File: src/rtl/arbiter_2ph_pkg.sv
// Shared types for the two-phase mutual-exclusion arbiter.
//   state_t    : arbiter FSM states
//   port_idx_t : priority pointer, 0 selects port 1, 1 selects port 2
package arbiter_2ph_pkg;

    typedef enum logic [1:0] {
        IDLE   = 2'd0,
        GRANT1 = 2'd1,
        GRANT2 = 2'd2
    } state_t;

    typedef logic port_idx_t;

    localparam port_idx_t PORT1 = 1'b0;
    localparam port_idx_t PORT2 = 1'b1;

endpackage

File: src/rtl/sync_2ph_bit.sv
// N-stage flip-flop synchronizer for one two-phase signal.
// Ports:
//   clk  : clock
//   rst  : synchronous active-high reset, clears every stage
//   din  : asynchronous input level
//   dout : synchronized level, N cycles behind din
module sync_2ph_bit #(
    parameter int STAGES = 2
) (
    input  logic clk,
    input  logic rst,
    input  logic din,
    output logic dout
);

    logic [STAGES-1:0] stage_r;

    // Shift the input level through the synchronizer chain.
    always_ff @(posedge clk) begin
        if (rst) begin
            stage_r <= {STAGES{1'b0}};
        end else begin
            stage_r <= {stage_r[STAGES-2:0], din};
        end
    end

    assign dout = stage_r[STAGES-1];

endmodule

File: src/rtl/arbiter_2ph.sv
// Clocked two-input two-phase mutual-exclusion arbiter with round-robin
// tie breaking. Exactly one grant is outstanding at a time.
// Ports:
//   clk, rst : clock and synchronous active-high reset
//   r1/a1    : port-1 request / acknowledge (pending when r1 != a1)
//   r2/a2    : port-2 request / acknowledge
//   g1/d1    : channel-1 grant / done       (busy when g1 != d1)
//   g2/d2    : channel-2 grant / done
// All outputs come straight from flops.
module arbiter_2ph
    import arbiter_2ph_pkg::*;
#(
    parameter int SYNC_STAGES = 0
) (
    input  logic clk,
    input  logic rst,
    input  logic r1,
    output logic a1,
    input  logic r2,
    output logic a2,
    output logic g1,
    input  logic d1,
    output logic g2,
    input  logic d2
);

    logic r1_s, r2_s, d1_s, d2_s;

    state_t    state_r, state_nxt_s;
    port_idx_t prio_r, prio_nxt_s;
    logic      a1_r, a2_r, g1_r, g2_r;
    logic      a1_nxt_s, a2_nxt_s, g1_nxt_s, g2_nxt_s;
    logic      pend1_s, pend2_s;

    generate
        if (SYNC_STAGES == 0) begin : g_nosync
            assign r1_s = r1;
            assign r2_s = r2;
            assign d1_s = d1;
            assign d2_s = d2;
        end else begin : g_sync
            sync_2ph_bit #(.STAGES(SYNC_STAGES)) u_sync_r1 (.clk(clk), .rst(rst), .din(r1), .dout(r1_s));
            sync_2ph_bit #(.STAGES(SYNC_STAGES)) u_sync_r2 (.clk(clk), .rst(rst), .din(r2), .dout(r2_s));
            sync_2ph_bit #(.STAGES(SYNC_STAGES)) u_sync_d1 (.clk(clk), .rst(rst), .din(d1), .dout(d1_s));
            sync_2ph_bit #(.STAGES(SYNC_STAGES)) u_sync_d2 (.clk(clk), .rst(rst), .din(d2), .dout(d2_s));
        end
    endgenerate

    assign pend1_s = r1_s ^ a1_r;
    assign pend2_s = r2_s ^ a2_r;

    // State, priority pointer and handshake output registers.
    always_ff @(posedge clk) begin
        if (rst) begin
            state_r <= IDLE;
            prio_r  <= PORT1;
            a1_r    <= 1'b0;
            a2_r    <= 1'b0;
            g1_r    <= 1'b0;
            g2_r    <= 1'b0;
        end else begin
            state_r <= state_nxt_s;
            prio_r  <= prio_nxt_s;
            a1_r    <= a1_nxt_s;
            a2_r    <= a2_nxt_s;
            g1_r    <= g1_nxt_s;
            g2_r    <= g2_nxt_s;
        end
    end

    // Arbitration decision and handshake toggles.
    always_comb begin
        state_nxt_s = state_r;
        prio_nxt_s  = prio_r;
        a1_nxt_s    = a1_r;
        a2_nxt_s    = a2_r;
        g1_nxt_s    = g1_r;
        g2_nxt_s    = g2_r;
        case (state_r)
            IDLE: begin
                // Port 1 wins when alone, or on a tie while it holds priority.
                if (pend1_s && (!pend2_s || (prio_r == PORT1))) begin
                    g1_nxt_s    = ~g1_r;
                    state_nxt_s = GRANT1;
                end else if (pend2_s) begin
                    g2_nxt_s    = ~g2_r;
                    state_nxt_s = GRANT2;
                end else begin
                    state_nxt_s = IDLE;
                end
            end
            GRANT1: begin
                // Done has caught up with the grant: channel 1 is free again.
                if (d1_s == g1_r) begin
                    a1_nxt_s    = ~a1_r;
                    prio_nxt_s  = PORT2;
                    state_nxt_s = IDLE;
                end else begin
                    state_nxt_s = GRANT1;
                end
            end
            GRANT2: begin
                if (d2_s == g2_r) begin
                    a2_nxt_s    = ~a2_r;
                    prio_nxt_s  = PORT1;
                    state_nxt_s = IDLE;
                end else begin
                    state_nxt_s = GRANT2;
                end
            end
            default: begin
                state_nxt_s = IDLE;
            end
        endcase
    end

    assign a1 = a1_r;
    assign a2 = a2_r;
    assign g1 = g1_r;
    assign g2 = g2_r;

endmodule

File: config.mk
export PLATFORM = sky130hd
export DESIGN_NAME = arbiter_2ph
export DESIGN_NICKNAME = d
export VERILOG_FILES = /design/src/rtl/arbiter_2ph_pkg.sv /design/src/rtl/sync_2ph_bit.sv /design/src/rtl/arbiter_2ph.sv
export SDC_FILE = /design/constraint.sdc
export NUM_CORES = 1
export LEC_CHECK = 0
export ABC_CLOCK_PERIOD_IN_PS = 1480
export BUFFER_PORTS_ARGS = -buffer_cell sky130_fd_sc_hd__buf_2
export CAP_MARGIN = 20
export CORE_AREA = 4 4 41 43
export DETAILED_ROUTE_END_ITERATION = 10
export DIE_AREA = 0 0 45 47
export PLACE_DENSITY_LB_ADDON = 0.15
export SLEW_MARGIN = 5
export SYNTH_ARGS = -nofsm -noshare
export SYNTH_HDL_FRONTEND = slang
export SYNTH_HIERARCHICAL = 1
export SYNTH_SLANG_ARGS = --single-unit
File: constraint.sdc
create_clock -name clk -period 1.48 [get_ports clk]
set_clock_uncertainty 0.15 [all_clocks]
set_input_delay 0.148 -clock clk [delete_from_list [all_inputs] [get_ports clk]]
set_output_delay 0.148 -clock clk [all_outputs]
set_load 0.03 [all_outputs]
==> results of run 1 <==
-- worst max-delay path, delay by kind of cell, from the launching register on --
kind            cells  cell delay [ns]
mux                 1             0.33
xor+xnor            1             0.16
flops               1             0.36
compound gates      1             0.32
-- power by group through the flow --
stage               clock network (uW)  registers, uW  logic (uW)
floorplan                            0            344         158
global placement                     0            300         262
detailed placement                   0            302         268
CTS                                182            305         282
global route                       189            316         316
finish                             178            307         288
-- routing by layer --
| layer | share of wire (%) | vias up |
|---|---|---|
| met5 | 0 | - |
| met4 | 0.55 | 0 |
| met3 | 6.6 | 2 |
| met2 | 39 | 7 |
| met1 | 54 | 127 |
| li1 | - | 158 |
-- sequential cells by signal, indices dropped and copies added (netlist names) --
signal and flops:
state_r 2, a1 1, a2 1, g1 1
g2 1, prio_r 1
-- metrics by stage --
stage	setup TNS [ns]	utilization, %	hold slack [ns]	power (uW)	setup WS, ns
finish	0	37.88	0.02699	773.0	0.05241
global route	-0.0001829	37.88	0.04513	821.0	-0.0001829
CTS	0	36.73	0.01862	768.8	0.01081
detailed placement	-0.01632	33.75	0.2881	570.4	-0.01632
global placement	0	33.75	0.2720	561.9	0.03485
floorplan	0	-	0.2351	501.5	0.004199
-- cell families after synthesis --
group	count (synthesis)
buffers and inverters	2
AND/OR/NAND/NOR	12
flip-flops	7
multiplexers	2
XOR/XNOR	4
AO/OA/AOI/OAI	11
-- area by class of cell --
cell class,count,area (um^2)
Inverter,1,3.754
Clock buffer,4,26.28
Timing Repair Buffer,9,45.04
Fill cell,149,808.3
Multi-Input combinational cell,29,251.5
Sequential cell,7,147.6
Tap cell,15,18.77
-- cells in the final DEF (no fill, tap or decap), types with 2 or more instances in the layout --
| master | synthesis | final |
|---|---|---|
| a21oi_1 | 4 | 4 |
| nor2b_1 | 2 | 2 |
| dfxtp_1 | 7 | 5 |
| o21ai_0 | 3 | 3 |
| nand2b_1 | 2 | 2 |
| buf_2 | 0 | 9 |
| clkbuf_4 | 0 | 3 |
| nor2_1 | 3 | 3 |
| dfxtp_4 | 0 | 2 |
| xor2_1 | 3 | 2 |
-- repair_timing --
action                                  4_1_cts  5_1_grt
resized for setup                             1        2
endpoints found under the setup margin        1        1
hold buffers                                  0        0
pin swaps                                     0        1
-- worst max-delay path by stage --
stage	start	to	slack, ns	depth (start not counted)
floorplan	a1	g1	0.004	3
global placement	a1	g1	0.03	3
detailed placement	a1	g1	-0.02	3
CTS	a1	g1	0.01	3
global route	a2	g1	-0.0002	3
finish	a2	g1	0.05	3
==> results.yml, run 1 <==
setup_path:
  endpoint_kind: "register"
  cp_max_fo: 4
  rr_startpoint: "a2"
  regToRegEndpoint: "g1"
  rr_worst_depth: 3
  critPathMaxStageDelay_ns: 0.36
  worstPathRequired_ns: 1.47
  slowest_stage: "dfxtp_4"
  r2r_setup_slack_ns: 0.05
  path_cells: "xor2_4 -> a2111oi_4 -> mux2_4"
  cp-start-kind: "register"
  worst_ep_arrival_time_ns: 1.42
  worstSetupPathType: "register to register"
timing:
  tightest_slew_ns: 0.2858
  finalMaxSlewViolations: 0
  slew_headroom_pct: 80.92
  hold_violations: 0
  fin_crit_sh_pct: 96.46
  setup_viol: 0
  final.min_clock_period_ns: 1.428
  fmax_mhz: 700.5
final_layout:
  drive_above_1_share_pct: 44.00
  num-nets-final: 57
  diodes: 0
  finalNonFillerCells: 65
  syn2layout_area_growth_pct: 42.75
  design_area_um2: 493.0
logic_synthesis:
  synth_top_family_by_area: "compound AO/OA/AOI/OAI gates"
  synth_compound_area_share_pct: 21.74
  yosysTopAreaCell: "dfxtp_1"
  synthXorXnorAreaFrac_pct: 10.14
  syn_nets: 44
  yosysSeqAreaShare_pct: 40.58
  yosysMostFrequentCell: "dfxtp_1"
  synth_adder_area_share_pct: 0
  synth_top_area_share_pct: 40.58
  synthSimpleGateAreaFrac_pct: 18.84
  synthTopCellsByCount: "7 x dfxtp_1, 4 x a21oi_1, 3 x nor2_1, 3 x o21ai_0, 3 x xor2_1"
  syn_area_per_cell_um2: 9.088
  ys_warn_count: 6
  synthMuxAreaShare_pct: 6.522
  async_flop_share_pct: 0
  synth_area_leaders: "dfxtp_1 41%, xor2_1 7.6%, mux2_2 6.5%"
  synth_ff_type: "dfxtp_1"
  syn_inst: 38
  ys_ff_latch: 7
  ys_types: 20
  synth_area_um2: 345.3
  synth_edf_count: 0
global_routing:
  overflow: 0
  grt_util_met1_pct: 10.78
  antenna_found_initial: 0
  met3_usage_pct: 2.682
  use_met2_pct: 9.605
  grt-busiest-layer: "met1"
  grt_pass1_wl_um: 1131
  grt_max_degree: 10
  grt_pass1_vias: 265
  track_usage_pct: 7.924
hold_path:
  min_path_cells: 2
  hold_start: "rst"
  min_path_type: "primary input to register"
  worstHoldEndpoint: "a1"
clock_network:
  cts_max_level: 1
  cts.path.max_buffers: 2
  root_buffer: "clkbuf_4"
  numCtsBuffers: 3
  path_clk_slew_ns: 0.06
  clk_latency_ns: 0.25
  cts_tree: "built"
  postCtsSetupBuffers: 0
  clock-sinks: 7
die:
  die_w_um: 45
  io_pins: 10
  num_rows: 13
  core-area_mm2: 0.001301
  die_area_mm2: 0.002115
  initial_utilization_pct: 26.54
  die_y_um: 47
power:
  seqPwrFrac_pct: 39.7
  p_leak_uw: 0.0001941
  internal_power_uw: 481.9
  clockPowerShare_pct: 23.0
  peakVddDrop_uv: 782.7
  p_switching_uw: 291.1
  swShare_pct: 37.66
  p_per_area_mw_per_mm2: 1568
  power.share.combinational_pct: 37.3
routing:
  vias_per_cell: 4.523
  drc: 0
  antenna_left: 0
  drt_first_pass_iters: 2
  first_iter_violations: 5
  num_vias: 294
  routed_wl_um: 730
  wl_per_cell_um: 11.23
placement:
  gp_congestion: 0.7212
  place_inst: 61
  dpl_cell_area_um2: 439.2
  numPortBuffers: 9
run_status:
  status: "finished, final reports clean"
flow_run:
  drv_cap: 0
(Power assumes the default switching activity.)
==> run 2, diff against run 1 <==
--- a/config.mk
+++ b/config.mk
@@ -5,7 +5,7 @@
 export SDC_FILE = /design/constraint.sdc
 export NUM_CORES = 1
 export LEC_CHECK = 0
-export ABC_CLOCK_PERIOD_IN_PS = 1480
+export ABC_CLOCK_PERIOD_IN_PS = 1800
 export BUFFER_PORTS_ARGS = -buffer_cell sky130_fd_sc_hd__buf_2
 export CAP_MARGIN = 20
 export CORE_AREA = 4 4 41 43
==> constraint.sdc (replaced) <==
create_clock -name clk -period 1.8 [get_ports clk]
set_clock_uncertainty 0.15 [all_clocks]
set_input_delay 0.18 -clock clk [delete_from_list [all_inputs] [get_ports clk]]
set_output_delay 0.18 -clock clk [all_outputs]
set_load 0.03 [all_outputs]
==> results.yml, run 2 (synthesis results as in run 1) <==
routing:
  drt_first_pass_iters: 2
  first_iter_violations: 1
  num_vias: 298
  vias_per_cell: 4.585
  antenna_left: 0
  drc: 0
  wl_per_cell_um: 10.38
  routed_wl_um: 675
timing:
  hold_violations: 0
  tns_ns: 0
  setup_viol: 0
  rsz0062_at_grt: "false"
  tightest_slew_ns: 0.3083
  final.min_clock_period_ns: 1.529
  finalMaxSlewViolations: 0
  fmax_mhz: 654.0
  fin_crit_sh_pct: 84.94
  slew_headroom_pct: 79.30
clock_network:
  clk_latency_ns: 0.25
  cts_tree: "built"
  root_buffer: "clkbuf_4"
  postCtsSetupBuffers: 0
  ctsResizeCount: 0
  cts.path.max_buffers: 2
  cts_max_level: 1
  path_clk_slew_ns: 0.05
  cts_hold_buffers: 0
  clock-sinks: 7
  numCtsBuffers: 3
global_routing:
  grt-busiest-layer: "met2"
  grt_pass1_vias: 301
  grt_util_met1_pct: 9.361
  overflow: 0
  use_met2_pct: 12.15
  antenna_found_initial: 0
  grt_pass1_wl_um: 1207
  grt_max_degree: 10
  met3_usage_pct: 3.448
  track_usage_pct: 8.307
placement:
  gp_congestion: 0.6443
  numPortBuffers: 9
  place_inst: 61
flow_run:
  drv_cap: 0
die:
  num_rows: 13
  io_pins: 10
  die_y_um: 47
  die_area_mm2: 0.002115
  die_w_um: 45
  initial_utilization_pct: 26.54
  core-area_mm2: 0.001301
setup_path:
  worstSetupPathType: "register to register"
  worst_ep_arrival_time_ns: 1.52
  endpoint_kind: "register"
  cp_max_fo: 4
  cp-start-kind: "register"
  worstPathRequired_ns: 1.79
final_layout:
  fillerInstances: 156
  drive_above_1_share_pct: 36.00
  largest_register_ffs: 2
  final_common_cell: "buf_2"
  diodes: 0
  num-nets-final: 57
  top_register: "state_r"
  syn2layout_area_growth_pct: 25.00
  finalNonFillerCells: 65
  final_cell_mix: "9 x buf_2, 7 x dfxtp_1, 4 x a21oi_1"
power:
  peakVddDrop_uv: 506.3
  p_per_area_mw_per_mm2: 1358
  p_leak_uw: 0.0001799
hold_path:
  min_path_type: "primary input to register"
run_status:
  status: "finished, final reports clean"
[run 2: cell counts in the layout (fill, tap and decap cells not counted)]
Identical to the previous run, type by type.
[run 2: path summary, 6_finish.rpt]
path / to / slack (ns) / cells after the start / from
setup / recovery: g1 / 0.27 / 3 / a2
hold / removal: prio_r / 0.06 / 2 / rst
setup reg to reg: g1 / 0.27 / 3 / a2
hold reg to reg: a1 / 0.36 / 2 / a1
[run 2: worst max-delay path, cell delays in order (launching register included)]
cell and delay (ns):
dfxtp_1 0.33, xor2_1 0.20, a2111oi_2 0.38, mux2_2 0.37
[run 2: stage by stage]
stage / instance area [um^2] / utilization [%] / hold WS (ns) / power [uW] / setup WS [ns]
after global placement: 405.4 / 31.15 / 0.3172 / 444.4 / 0.2855
after floorplan: 345.3 / - / 0.2671 / 394.9 / 0.1222
after global routing: 431.7 / 33.17 / 0.08275 / 627.0 / 0.2068
after CTS: 431.7 / 33.17 / 0.05985 / 596.5 / 0.2546
final: 431.7 / 33.17 / 0.06461 / 586.1 / 0.2710
after detailed placement: 405.4 / 31.15 / 0.3300 / 447.9 / 0.2713
[run 2: cell type report]
type / instances / area (um^2) / share of cell area (%)
Clock buffer: 4 / 26.28 / 6.087
Inverter: 1 / 3.754 / 0.8696
Multi-Input combinational cell: 29 / 197.7 / 45.80
Sequential cell: 7 / 140.1 / 32.46
Tap cell: 15 / 18.77 / 4.348
Timing Repair Buffer: 9 / 45.04 / 10.43
[run 2: metal layers]
layer | part of all wire, % | wire [um]
met1 | 50 | 338
met2 | 43 | 292
met3 | 5.9 | 40
met4 | 0.59 | 4
met5 | 0 | 0
[run 2: report_power, final]
group          switching [uW]  total [uW]  internal (uW)
clock network            59.3         144           84.7
registers                43.6         236            192
logic                     114         206           92.7
